File: src/rtl/fetch_pkg.sv
// Shared types and constants for the instruction-fetch slice.
//   PC_W / INSTR_W   : address and instruction word widths
//   FETCH_BUF_DEPTH  : entries in the decode-side fetch buffer
//   fetch_state_e    : fetch sequencer states
//   fetch_entry_t    : one buffered fetch {pc, instr}
package fetch_pkg;

    localparam int unsigned PC_W            = 16;
    localparam int unsigned INSTR_W         = 16;
    localparam int unsigned FETCH_BUF_DEPTH = 2;

    typedef enum logic [1:0] {
        StIdle,  // out of reset, nothing issued yet
        StReq,   // request outstanding, response will be kept
        StFull,  // buffer full, no request on the bus
        StDrop   // request outstanding, response will be thrown away
    } fetch_state_e;

    typedef struct packed {
        logic [PC_W-1:0]    pc;
        logic [INSTR_W-1:0] instr;
    } fetch_entry_t;

    // Instructions are word-aligned on a 4-byte stride.
    function automatic logic pc_misaligned(input logic [PC_W-1:0] p);
        return p[1:0] != 2'b00;
    endfunction

endpackage

File: src/rtl/pc_fetch_if.sv
// Fetch-side bus bundle: instruction-memory req/ack channel plus the
// decode valid/ready channel.
//   master : the fetch unit (drives imem_req/imem_addr and the instr_* outputs)
//   slave  : memory + decode side (drives imem_ack/imem_rdata and instr_ready)
interface pc_fetch_if;
    import fetch_pkg::*;

    logic               imem_req;
    logic [PC_W-1:0]    imem_addr;
    logic               imem_ack;
    logic [INSTR_W-1:0] imem_rdata;

    logic               instr_valid;
    logic [INSTR_W-1:0] instr;
    logic [PC_W-1:0]    instr_pc;
    logic               instr_ready;

    modport master (
        output imem_req, imem_addr, instr_valid, instr, instr_pc,
        input  imem_ack, imem_rdata, instr_ready
    );

    modport slave (
        input  imem_req, imem_addr, instr_valid, instr, instr_pc,
        output imem_ack, imem_rdata, instr_ready
    );

endinterface

File: src/rtl/fetch_buffer.sv
// Small FIFO of fetched {pc, instr} entries feeding decode.
//   clk, rst     : clock, async active-high reset
//   push_i/data  : write one entry (accepted when not full, or full with pop)
//   pop_i        : remove the head (ignored when empty)
//   flush_i      : drop all entries; overrides push and pop
//   head_o       : current head entry (meaningless while empty_o)
//   full_o, empty_o, count_o : occupancy status
module fetch_buffer
    import fetch_pkg::*;
#(
    parameter int unsigned Depth = FETCH_BUF_DEPTH
) (
    input  logic                       clk,
    input  logic                       rst,
    input  logic                       push_i,
    input  fetch_entry_t               push_data_i,
    input  logic                       pop_i,
    input  logic                       flush_i,
    output fetch_entry_t               head_o,
    output logic                       full_o,
    output logic                       empty_o,
    output logic [$clog2(Depth+1)-1:0] count_o
);

    localparam int unsigned PtrW = (Depth > 1) ? $clog2(Depth) : 1;
    localparam int unsigned CntW = $clog2(Depth + 1);

    fetch_entry_t    mem_q [Depth];
    fetch_entry_t    mem_d [Depth];
    logic [PtrW-1:0] wr_ptr_q, wr_ptr_d;
    logic [PtrW-1:0] rd_ptr_q, rd_ptr_d;
    logic [CntW-1:0] count_q, count_d;
    logic            do_push, do_pop;

    function automatic logic [PtrW-1:0] ptr_inc(input logic [PtrW-1:0] p);
        return (p == PtrW'(Depth - 1)) ? '0 : p + 1'b1;
    endfunction

    assign empty_o = (count_q == '0);
    assign full_o  = (count_q == CntW'(Depth));
    assign count_o = count_q;
    assign head_o  = mem_q[rd_ptr_q];

    always_comb begin
        mem_d    = mem_q;
        wr_ptr_d = wr_ptr_q;
        rd_ptr_d = rd_ptr_q;
        count_d  = count_q;
        do_pop   = pop_i && !empty_o;
        do_push  = push_i && (!full_o || do_pop);

        if (flush_i) begin
            wr_ptr_d = '0;
            rd_ptr_d = '0;
            count_d  = '0;
        end else begin
            if (do_push) begin
                mem_d[wr_ptr_q] = push_data_i;
                wr_ptr_d        = ptr_inc(wr_ptr_q);
            end
            if (do_pop) begin
                rd_ptr_d = ptr_inc(rd_ptr_q);
            end
            if (do_push && !do_pop) begin
                count_d = count_q + 1'b1;
            end else if (!do_push && do_pop) begin
                count_d = count_q - 1'b1;
            end
        end
    end

    always_ff @(posedge clk or posedge rst) begin
        if (rst) begin
            for (int i = 0; i < int'(Depth); i++) begin
                mem_q[i] <= '0;
            end
            wr_ptr_q <= '0;
            rd_ptr_q <= '0;
            count_q  <= '0;
        end else begin
            mem_q    <= mem_d;
            wr_ptr_q <= wr_ptr_d;
            rd_ptr_q <= rd_ptr_d;
            count_q  <= count_d;
        end
    end

endmodule

File: src/rtl/pc_fetch.sv
// Program-counter register and instruction-fetch sequencer.
//   clk, rst   : clock, async active-high reset
//   pc         : current PC, to the next-PC adjust block
//   next_pc    : adjusted PC from the adjust block (pc+4 or a target)
//   redirect   : taken jump/branch; flush and refetch from next_pc
//   align_err  : sticky misaligned-PC flag
//   bus        : imem req/ack channel and decode valid/ready channel
// Optional feature macro: PC_FETCH_ALIGN_CHECK_EN builds the alignment check;
// without it align_err is tied low.
module pc_fetch
    import fetch_pkg::*;
#(
    parameter logic [PC_W-1:0] RESET_PC = 16'h0000
) (
    input  logic            clk,
    input  logic            rst,
    output logic [PC_W-1:0] pc,
    input  logic [PC_W-1:0] next_pc,
    input  logic            redirect,
    output logic            align_err,
    pc_fetch_if.master      bus
);

    localparam int unsigned CntW = $clog2(FETCH_BUF_DEPTH + 1);

    fetch_state_e    state_q, state_d;
    logic [PC_W-1:0] pc_q, pc_d;
    logic [PC_W-1:0] addr_q, addr_d;
    logic            req_q, req_d;

    fetch_entry_t    buf_head;
    fetch_entry_t    push_data;
    logic            buf_full, buf_empty;
    logic [CntW-1:0] buf_count;
    logic            push, pop, fills;

    assign pop       = bus.instr_ready && !buf_empty;
    assign push_data = '{pc: addr_q, instr: bus.imem_rdata};
    // A push without a simultaneous pop into the last free slot fills the buffer.
    assign fills     = (buf_count == CntW'(FETCH_BUF_DEPTH - 1)) && !pop;

    always_comb begin
        state_d = state_q;
        pc_d    = pc_q;
        addr_d  = addr_q;
        req_d   = req_q;
        push    = 1'b0;

        unique case (state_q)
            StIdle: begin
                state_d = StReq;
                req_d   = 1'b1;
                addr_d  = pc_q;
            end
            StReq: begin
                if (bus.imem_ack) begin
                    push = 1'b1;
                    pc_d = next_pc;
                    if (fills) begin
                        state_d = StFull;
                        req_d   = 1'b0;
                    end else begin
                        addr_d = next_pc;
                    end
                end
            end
            StFull: begin
                if (pop) begin
                    state_d = StReq;
                    req_d   = 1'b1;
                    addr_d  = pc_q;
                end
            end
            StDrop: begin
                // Stale response retires here; pc already holds the target.
                if (bus.imem_ack) begin
                    state_d = StReq;
                    req_d   = 1'b1;
                    addr_d  = pc_q;
                end
            end
            default: begin
                state_d = StIdle;
                req_d   = 1'b0;
            end
        endcase

        // Redirect overrides everything, including a same-cycle ack.
        if (redirect) begin
            push = 1'b0;
            pc_d = next_pc;
            if (req_q && !bus.imem_ack) begin
                // Bus request must stay stable until the memory answers.
                state_d = StDrop;
                req_d   = 1'b1;
                addr_d  = addr_q;
            end else begin
                state_d = StReq;
                req_d   = 1'b1;
                addr_d  = next_pc;
            end
        end
    end

    always_ff @(posedge clk or posedge rst) begin
        if (rst) begin
            state_q <= StIdle;
            pc_q    <= RESET_PC;
            addr_q  <= RESET_PC;
            req_q   <= 1'b0;
        end else begin
            state_q <= state_d;
            pc_q    <= pc_d;
            addr_q  <= addr_d;
            req_q   <= req_d;
        end
    end

`ifdef PC_FETCH_ALIGN_CHECK_EN
    logic align_q, align_d;
    logic pc_load;

    assign pc_load = redirect || (state_q == StReq && bus.imem_ack);
    assign align_d = align_q || (pc_load && pc_misaligned(next_pc));

    always_ff @(posedge clk or posedge rst) begin
        if (rst) begin
            align_q <= 1'b0;
        end else begin
            align_q <= align_d;
        end
    end

    assign align_err = align_q;
`else
    assign align_err = 1'b0;
`endif

    fetch_buffer #(
        .Depth (FETCH_BUF_DEPTH)
    ) u_fetch_buffer (
        .clk         (clk),
        .rst         (rst),
        .push_i      (push),
        .push_data_i (push_data),
        .pop_i       (pop),
        .flush_i     (redirect),
        .head_o      (buf_head),
        .full_o      (buf_full),
        .empty_o     (buf_empty),
        .count_o     (buf_count)
    );

    assign pc              = pc_q;
    assign bus.imem_req    = req_q;
    assign bus.imem_addr   = addr_q;
    assign bus.instr_valid = !buf_empty;
    assign bus.instr       = buf_head.instr;
    assign bus.instr_pc    = buf_head.pc;

endmodule

File: src/flat_wrapper.sv
// flat-port wrapper written by rule: the top's interface ports become plain ports
module pc_fetch_flat import fetch_pkg::*;
#(
    parameter logic [PC_W-1:0] RESET_PC = 16'h0000
)
  (clk, rst, pc, next_pc, redirect, align_err, bus_imem_req, bus_imem_addr, bus_instr_valid, bus_instr, bus_instr_pc, bus_imem_ack, bus_imem_rdata, bus_instr_ready);
  pc_fetch_if bus_i ();
  input  logic clk;
  input  logic rst;
  output logic [PC_W-1:0] pc;
  input  logic [PC_W-1:0] next_pc;
  input  logic redirect;
  output logic align_err;
  output wire logic [$bits(bus_i.imem_req)-1:0] bus_imem_req;
  output wire logic [$bits(bus_i.imem_addr)-1:0] bus_imem_addr;
  output wire logic [$bits(bus_i.instr_valid)-1:0] bus_instr_valid;
  output wire logic [$bits(bus_i.instr)-1:0] bus_instr;
  output wire logic [$bits(bus_i.instr_pc)-1:0] bus_instr_pc;
  input wire logic [$bits(bus_i.imem_ack)-1:0] bus_imem_ack;
  input wire logic [$bits(bus_i.imem_rdata)-1:0] bus_imem_rdata;
  input wire logic [$bits(bus_i.instr_ready)-1:0] bus_instr_ready;
  assign bus_imem_req = bus_i.imem_req;
  assign bus_imem_addr = bus_i.imem_addr;
  assign bus_instr_valid = bus_i.instr_valid;
  assign bus_instr = bus_i.instr;
  assign bus_instr_pc = bus_i.instr_pc;
  assign bus_i.imem_ack = bus_imem_ack;
  assign bus_i.imem_rdata = bus_imem_rdata;
  assign bus_i.instr_ready = bus_instr_ready;
  pc_fetch #(.RESET_PC(RESET_PC)) u_core (.clk(clk), .rst(rst), .pc(pc), .next_pc(next_pc), .redirect(redirect), .align_err(align_err), .bus(bus_i));
endmodule
File: config.mk
export PLATFORM = sky130hd
export DESIGN_NAME = pc_fetch_flat
export DESIGN_NICKNAME = d
export VERILOG_FILES = /design/src/rtl/fetch_pkg.sv /design/src/rtl/pc_fetch_if.sv /design/src/rtl/fetch_buffer.sv /design/src/rtl/pc_fetch.sv /design/src/flat_wrapper.sv
export SDC_FILE = /design/constraint.sdc
export NUM_CORES = 1
export LEC_CHECK = 0
export CORE_UTILIZATION = 40
export DETAILED_ROUTE_END_ITERATION = 6
export PLACE_DENSITY = 0.66
export REMOVE_ABC_BUFFERS = 1
export SLEW_MARGIN = 20
export SYNTH_ARGS = -nofsm -noshare
export SYNTH_HDL_FRONTEND = slang
export SYNTH_SLANG_ARGS = --single-unit
File: constraint.sdc
create_clock -name clk -period 5.9 [get_ports clk]
set_input_delay 0.885 -clock clk [delete_from_list [all_inputs] [get_ports clk]]
set_output_delay 0.885 -clock clk [all_outputs]
set_load 0.01 [all_outputs]
Word-level counts from Yosys, hierarchy flattened

Cells that the tools add are included.

Output and inout bits: 67
Flip-flop bits (word level): 103
Bits of input ports: 37

Add/subtract/negate cells: 4
Equal/unequal tests: 11
Reductions and logical operators: 26
Order comparisons: 3
Bitwise logic cells: 3
Muxes and demuxes: 41

Operators with widths:

| cell                                                             | count |
|---|---|
| 16-bit 2-to-1 mux                                                | 9 |
| 32-bit 2-to-1 mux                                                | 4 |
| 64-bit bitwise mux                                               | 1 |
| 16-bit one-hot mux with 4 select lines                           | 1 |
| 32-bit demux with 1-bit select                                   | 1 |
| 2-bit 2-to-1 mux                                                 | 9 |
| 1-bit 2-to-1 mux                                                 | 14 |
| 3-bit != test (second input constant)                            | 3 |
| 1-bit logical AND                                                | 8 |
| 2-bit one-hot mux with 4 select lines                            | 1 |
| 2-bit nonzero test                                               | 4 |
| 2-bit == test (second input constant)                            | 3 |
| 1-bit zero test                                                  | 6 |
| 3-bit by 2-bit != test with 1-bit output (second input constant) | 2 |
| 5-bit AND reduction                                              | 1 |
| 2-bit by 1-bit == test with 1-bit output (second input constant) | 2 |
| 2-bit greater-or-equal comparator (second input constant)        | 2 |
| 2-bit zero test                                                  | 2 |
| 1-bit NOT with 2-bit output                                      | 2 |
| 1-bit one-hot mux with 4 select lines                            | 1 |
| 2-bit AND reduction                                              | 2 |
| 4-bit AND reduction                                              | 1 |
| 3-bit nonzero test                                               | 1 |
| 1-bit adder (second input constant)                              | 2 |
| 6 further kinds                                                  | 6 |

Depth between registers and ports, before layout

Depth after elaboration: 11
Mapped depth: 8
Mapped depth without buffers: 6

By module

A second synthesis with hierarchy kept.

Cells, all modules: 305
Area, all modules: 4740.8 µm²

By module, submodules not included:

| module       | instances | area each (µm²) | cells an instance |
|---|---|---|---|
| fetch_buffer | 1         | 3134.3          | 199 |
| pc_fetch     | 1         | 1606.5          | 106 |

Worst setup path before layout

OpenSTA, ideal clock, no wires.

Path kind: in2reg
Start: in redirect
End: reg u_core.u_fetch_buffer.mem_q[48] in the netlist's numbering
Stages on the path: 7
Arrival time: 2.133 ns
Library setup time: 0.128 ns
Setup slack: 3.639 ns
Buffers on the path: 3
Cells stage by stage: buf_2 nand4bb_1 a21oi_2 and2b_1 buf_4 buf_6 mux2_1

Longest elaborated chain between the ends: 3
Elaborated cells on any way between the ends: 4
Those cells by class: 1 x mux; 1 x bitwise; 2 x reduce/logical

RTL lines:

| what                                     | line               | text |
|---|---|---|
| from (decl)                              | flat_wrapper.sv:12 | `input logic redirect;` |
| 1-bit 2-to-1 mux                         | pc_fetch.sv:89     | `if (redirect) begin` |
| 1-bit logical AND                        | fetch_buffer.sv:50 | `do_push = push_i && (!full_o \|\| do_pop);` |
| 2-bit AND reduction (no source line) (*) | --                 |  |
| to (signal assigned)                     | fetch_buffer.sv:81 | `mem_q <= mem_d;` |
| to (decl)                                | fetch_buffer.sv:28 | `fetch_entry_t mem_q [Depth];` |

Mark *: on every way between the ends. The rest lies on a longest branch, timed or not.
A chain may end at the register's enable or synchronous reset.

Worst setup path in the final report

Start: in redirect
End: reg u_core.u_fetch_buffer.mem_q[58] in the netlist's numbering

Same word-level chain as after synthesis.

==> Flow_metrics.wiki <==
{| class="wikitable"
! Metric !! Value
|-
| Result of the run || complete, no violations
|-
| Ratio of final minimum period to clock period || 0.529
|-
| Worst setup skew after layout || 4.79 ps
|-
| Routed wirelength normalized by instance count || 17.2 um
|-
| RSZ-0062 raised after global routing || no
|-
| Mapped Area || 4730 um^2
|-
| Global route overflow || 0
|-
| Setup-violating endpoint count in the final report || 0
|-
| DR DRC count || 0
|-
| Most frequent cells after synthesis || dfrtp_1 (103), mux2_2 (93), mux2_1 (41)
|-
| Cell count after synthesis || 319
|-
| #FFs+latches synth || 103
|-
| Cells resized by post-CTS repair || 0
|-
| Synth Warn # || 0
|-
| Final Wtd Congestion || 0.760
|-
| Mean Syn Cell Area || 14.8 um^2
|-
| Fraction of registers with async set/reset || 1.00
|-
| Total track usage || 0.167
|-
| Number of buffers inserted to repair setup after CTS || 0
|-
| Net count of the finished layout || 455
|-
| Worst path arrival time || 3350 ps
|-
| Count of flip-flops with a built-in enable after synthesis || 0
|-
| Die width || 111 um
|-
| Post-synthesis sequential area ratio || 0.545
|-
| Final count of pins violating max slew || 0
|-
| Util after Layout || 0.535
|-
| Detailed Route WL || 9700 um
|-
| Layout cells sized above 1 || 0.305
|-
| Sinks on Clock Net || 103
|-
| Share of total power in sequential cells || 0.391
|-
| Overall power of the completed layout || 3040 uW
|-
| Endpoints failing hold || 0
|-
| Pin slew with the least headroom to its limit || 896 ps
|-
| Peak clock frequency supported by timing || 320 MHz
|-
| First-pass GRT wire length || 16,100 um
|-
| Library cell used as clock root buffer || clkbuf_16
|-
| Switching power share of the total || 0.296
|-
| Yosys cell types || 39
|-
| Critical Path RT || 6130 ps
|-
| Die height || 111 um
|-
| Half-perimeter wire length after detailed placement || 6160 um
|-
| Die area || 12,300 um^2
|-
| Share of power burned in combinational logic || 0.406
|-
| Vias post-DR || 2,885
|-
| Antenna diode count || 0
|-
| Largest net degree at the start of global routing || 59
|-
| Max rail drop VDD || 0.000278 V
|-
| DR pass1 iterations || 4
|-
| TritonCTS clock tree || yes
|-
| Psw || 899 uW
|-
| Io pins || 104
|-
| Commonest register cell after synthesis || dfrtp_1
|-
| Post-CTS clock slew at the launch and capture registers of the worst setup and hold paths || 60 ps
|-
| Starting utilization of the core area || 0.413
|-
| Num CTS Buffers || 9
|-
| Initial antenna violation count || 0
|-
| Cell with the most instances after synthesis || dfrtp_1
|-
| Antenna Nets Post-Route || 0
|-
| Number of buffers between clock root and the deepest sink || 2
|-
| Setup TNS after final layout || 0 ps
|-
| PwrDens || 495 nW/um^2
|-
| Category of the worst setup path capture point || register
|-
| Synthesis-to-layout area growth || 29.7%
|-
| Vias in the first global route || 3,117
|-
| Cell types with the largest area share after synthesis || dfrtp_1 (54%), mux2_2 (22%), mux2_1 (9.8%), mux2_4 (3.2%), buf_6 (1.2%)
|-
| Clock Latency Late Sink || 340 ps
|-
| WS Path Type || input port to register
|-
| CTS H-tree lvls || 3
|-
| Tightest Hold Check Type || register to register
|-
| Element type at the critical path start || input port
|-
| Final critical delay including setup and external delays || 3120 ps
|-
| Row cnt || 39
|-
| Cell taking the most area after synthesis || dfrtp_1
|-
| Core area || 11,500 um^2
|-
| Clock power share || 0.202
|-
| Rel. slew slack || 0.401
|-
| Static leakage power || 0.00258 uW
|-
| Yosys top cell area share || 0.545
|-
| Number of vias per cell after detailed routing || 5.12
|-
| Number of DRC violations after detailed-routing iteration 0 || 102
|-
| Max-cap check violation count || 0
|-
| Port Buf Inserts || 102
|-
| Cts-stage hold buffer count || 0
|-
| Cell internal pwr || 2140 uW
|-
| Largest fanout of any net on the critical path || 32
|}
[path summary, 6_finish.rpt]
path | start | endpoint | slack [ps] | cells past startpoint
setup reg to reg | u_core.u_fetch_buffer.count_o[0] | u_core.bus.imem_addr[8] | 3160 | 6
min in group asynchronous | rst | u_core.u_fetch_buffer.mem_q[36] | 950 | 2
hold / removal | u_core.u_fetch_buffer.mem_q[50] | u_core.u_fetch_buffer.mem_q[50] | 480 | 1
hold reg to reg | u_core.u_fetch_buffer.mem_q[50] | u_core.u_fetch_buffer.mem_q[50] | 480 | 1
setup / recovery | redirect | u_core.u_fetch_buffer.mem_q[58] | 2780 | 5
max in group asynchronous | rst | u_core.u_fetch_buffer.mem_q[46] | 3780 | 3
[state kept, by name, summed over array words and instances, names as in the netlist]
register                        flops
u_core.u_fetch_buffer.wr_ptr_q      1
u_core.u_fetch_buffer.count_o       2
u_core.pc                          16
u_core.u_fetch_buffer.rd_ptr_q      1
u_core.u_fetch_buffer.mem_q        64
u_core.bus.imem_req                 1
u_core.bus.imem_addr               16
u_core.state_q                      2
[power by group through the flow]
stage / Combinational, uW / Clock (uW) / Sequential (uW)
2_1_floorplan: 664 / 0 / 1170
3_3_place_gp: 1220 / 0 / 1190
3_5_place_dp: 1250 / 0 / 1200
4_1_cts: 1260 / 632 / 1190
5_1_grt: 1320 / 657 / 1230
6_report: 1230 / 614 / 1190
[stage by stage]
step / setup slack (ps) / instances / hold WS [ps] / instance area (um^2)
2_1_floorplan: 2310 / 301 / 454 / 4610
6_report: 2780 / 563 / 484 / 6140
3_3_place_gp: 2450 / 547 / 463 / 5820
4_1_cts: 2750 / 563 / 486 / 6140
5_1_grt: 2620 / 563 / 504 / 6140
3_5_place_dp: 2390 / 547 / 471 / 5830
[critical path: stages]
cell	delay, ps
clkdlybuf4s50_1	740
nand4bb_1	370
a21oi_2	200
and2b_2	740
mux2_2	410
[placed cells by master (no fill, tap or decap), drive strengths merged, types with 2 or more instances in the layout]
cell,n
mux2,144
dfrtp,103
clkdlybuf4s50,102
clkbuf,13
a21oi,7
inv,6
nor2,6
nand2b,4
xnor2,3
ha,3
nand2,3
nor4,2
clkinv,2
and2b,2
[cell type report]
class	instances	area [um^2]
fillers	950	5330
flip-flops and latches	103	2580
multi-input cells	192	2020
repair buffers	103	1030
clock buffers	13	270
well taps	143	179
clock inverters	3	40.0
inverters	6	25.0
[layer usage]
metal | global-route usage | routed length (um) | vias up
li1 | - | - | 1331
met1 | 0.221 | 4550 | 1467
met2 | 0.265 | 4520 | 80
met3 | 0.0563 | 549 | 7
met4 | 0.0373 | 80 | 0
met5 | 0 | 0 | -
[kinds of logic (layout without fill, tap and decap cells)]
kind of cell,Yosys count,after routing,share of synthesized area
mux,144,144,0.351
flops,103,103,0.545
simple gates,25,25,0.0336
buf+inv,24,125,0.0307
compound gates,16,16,0.0262
fa+ha+maj,3,3,0.00793
xor+xnor,3,3,0.00555
other cells,1,1,0.000792
Power figures use the tool's default switching activity.
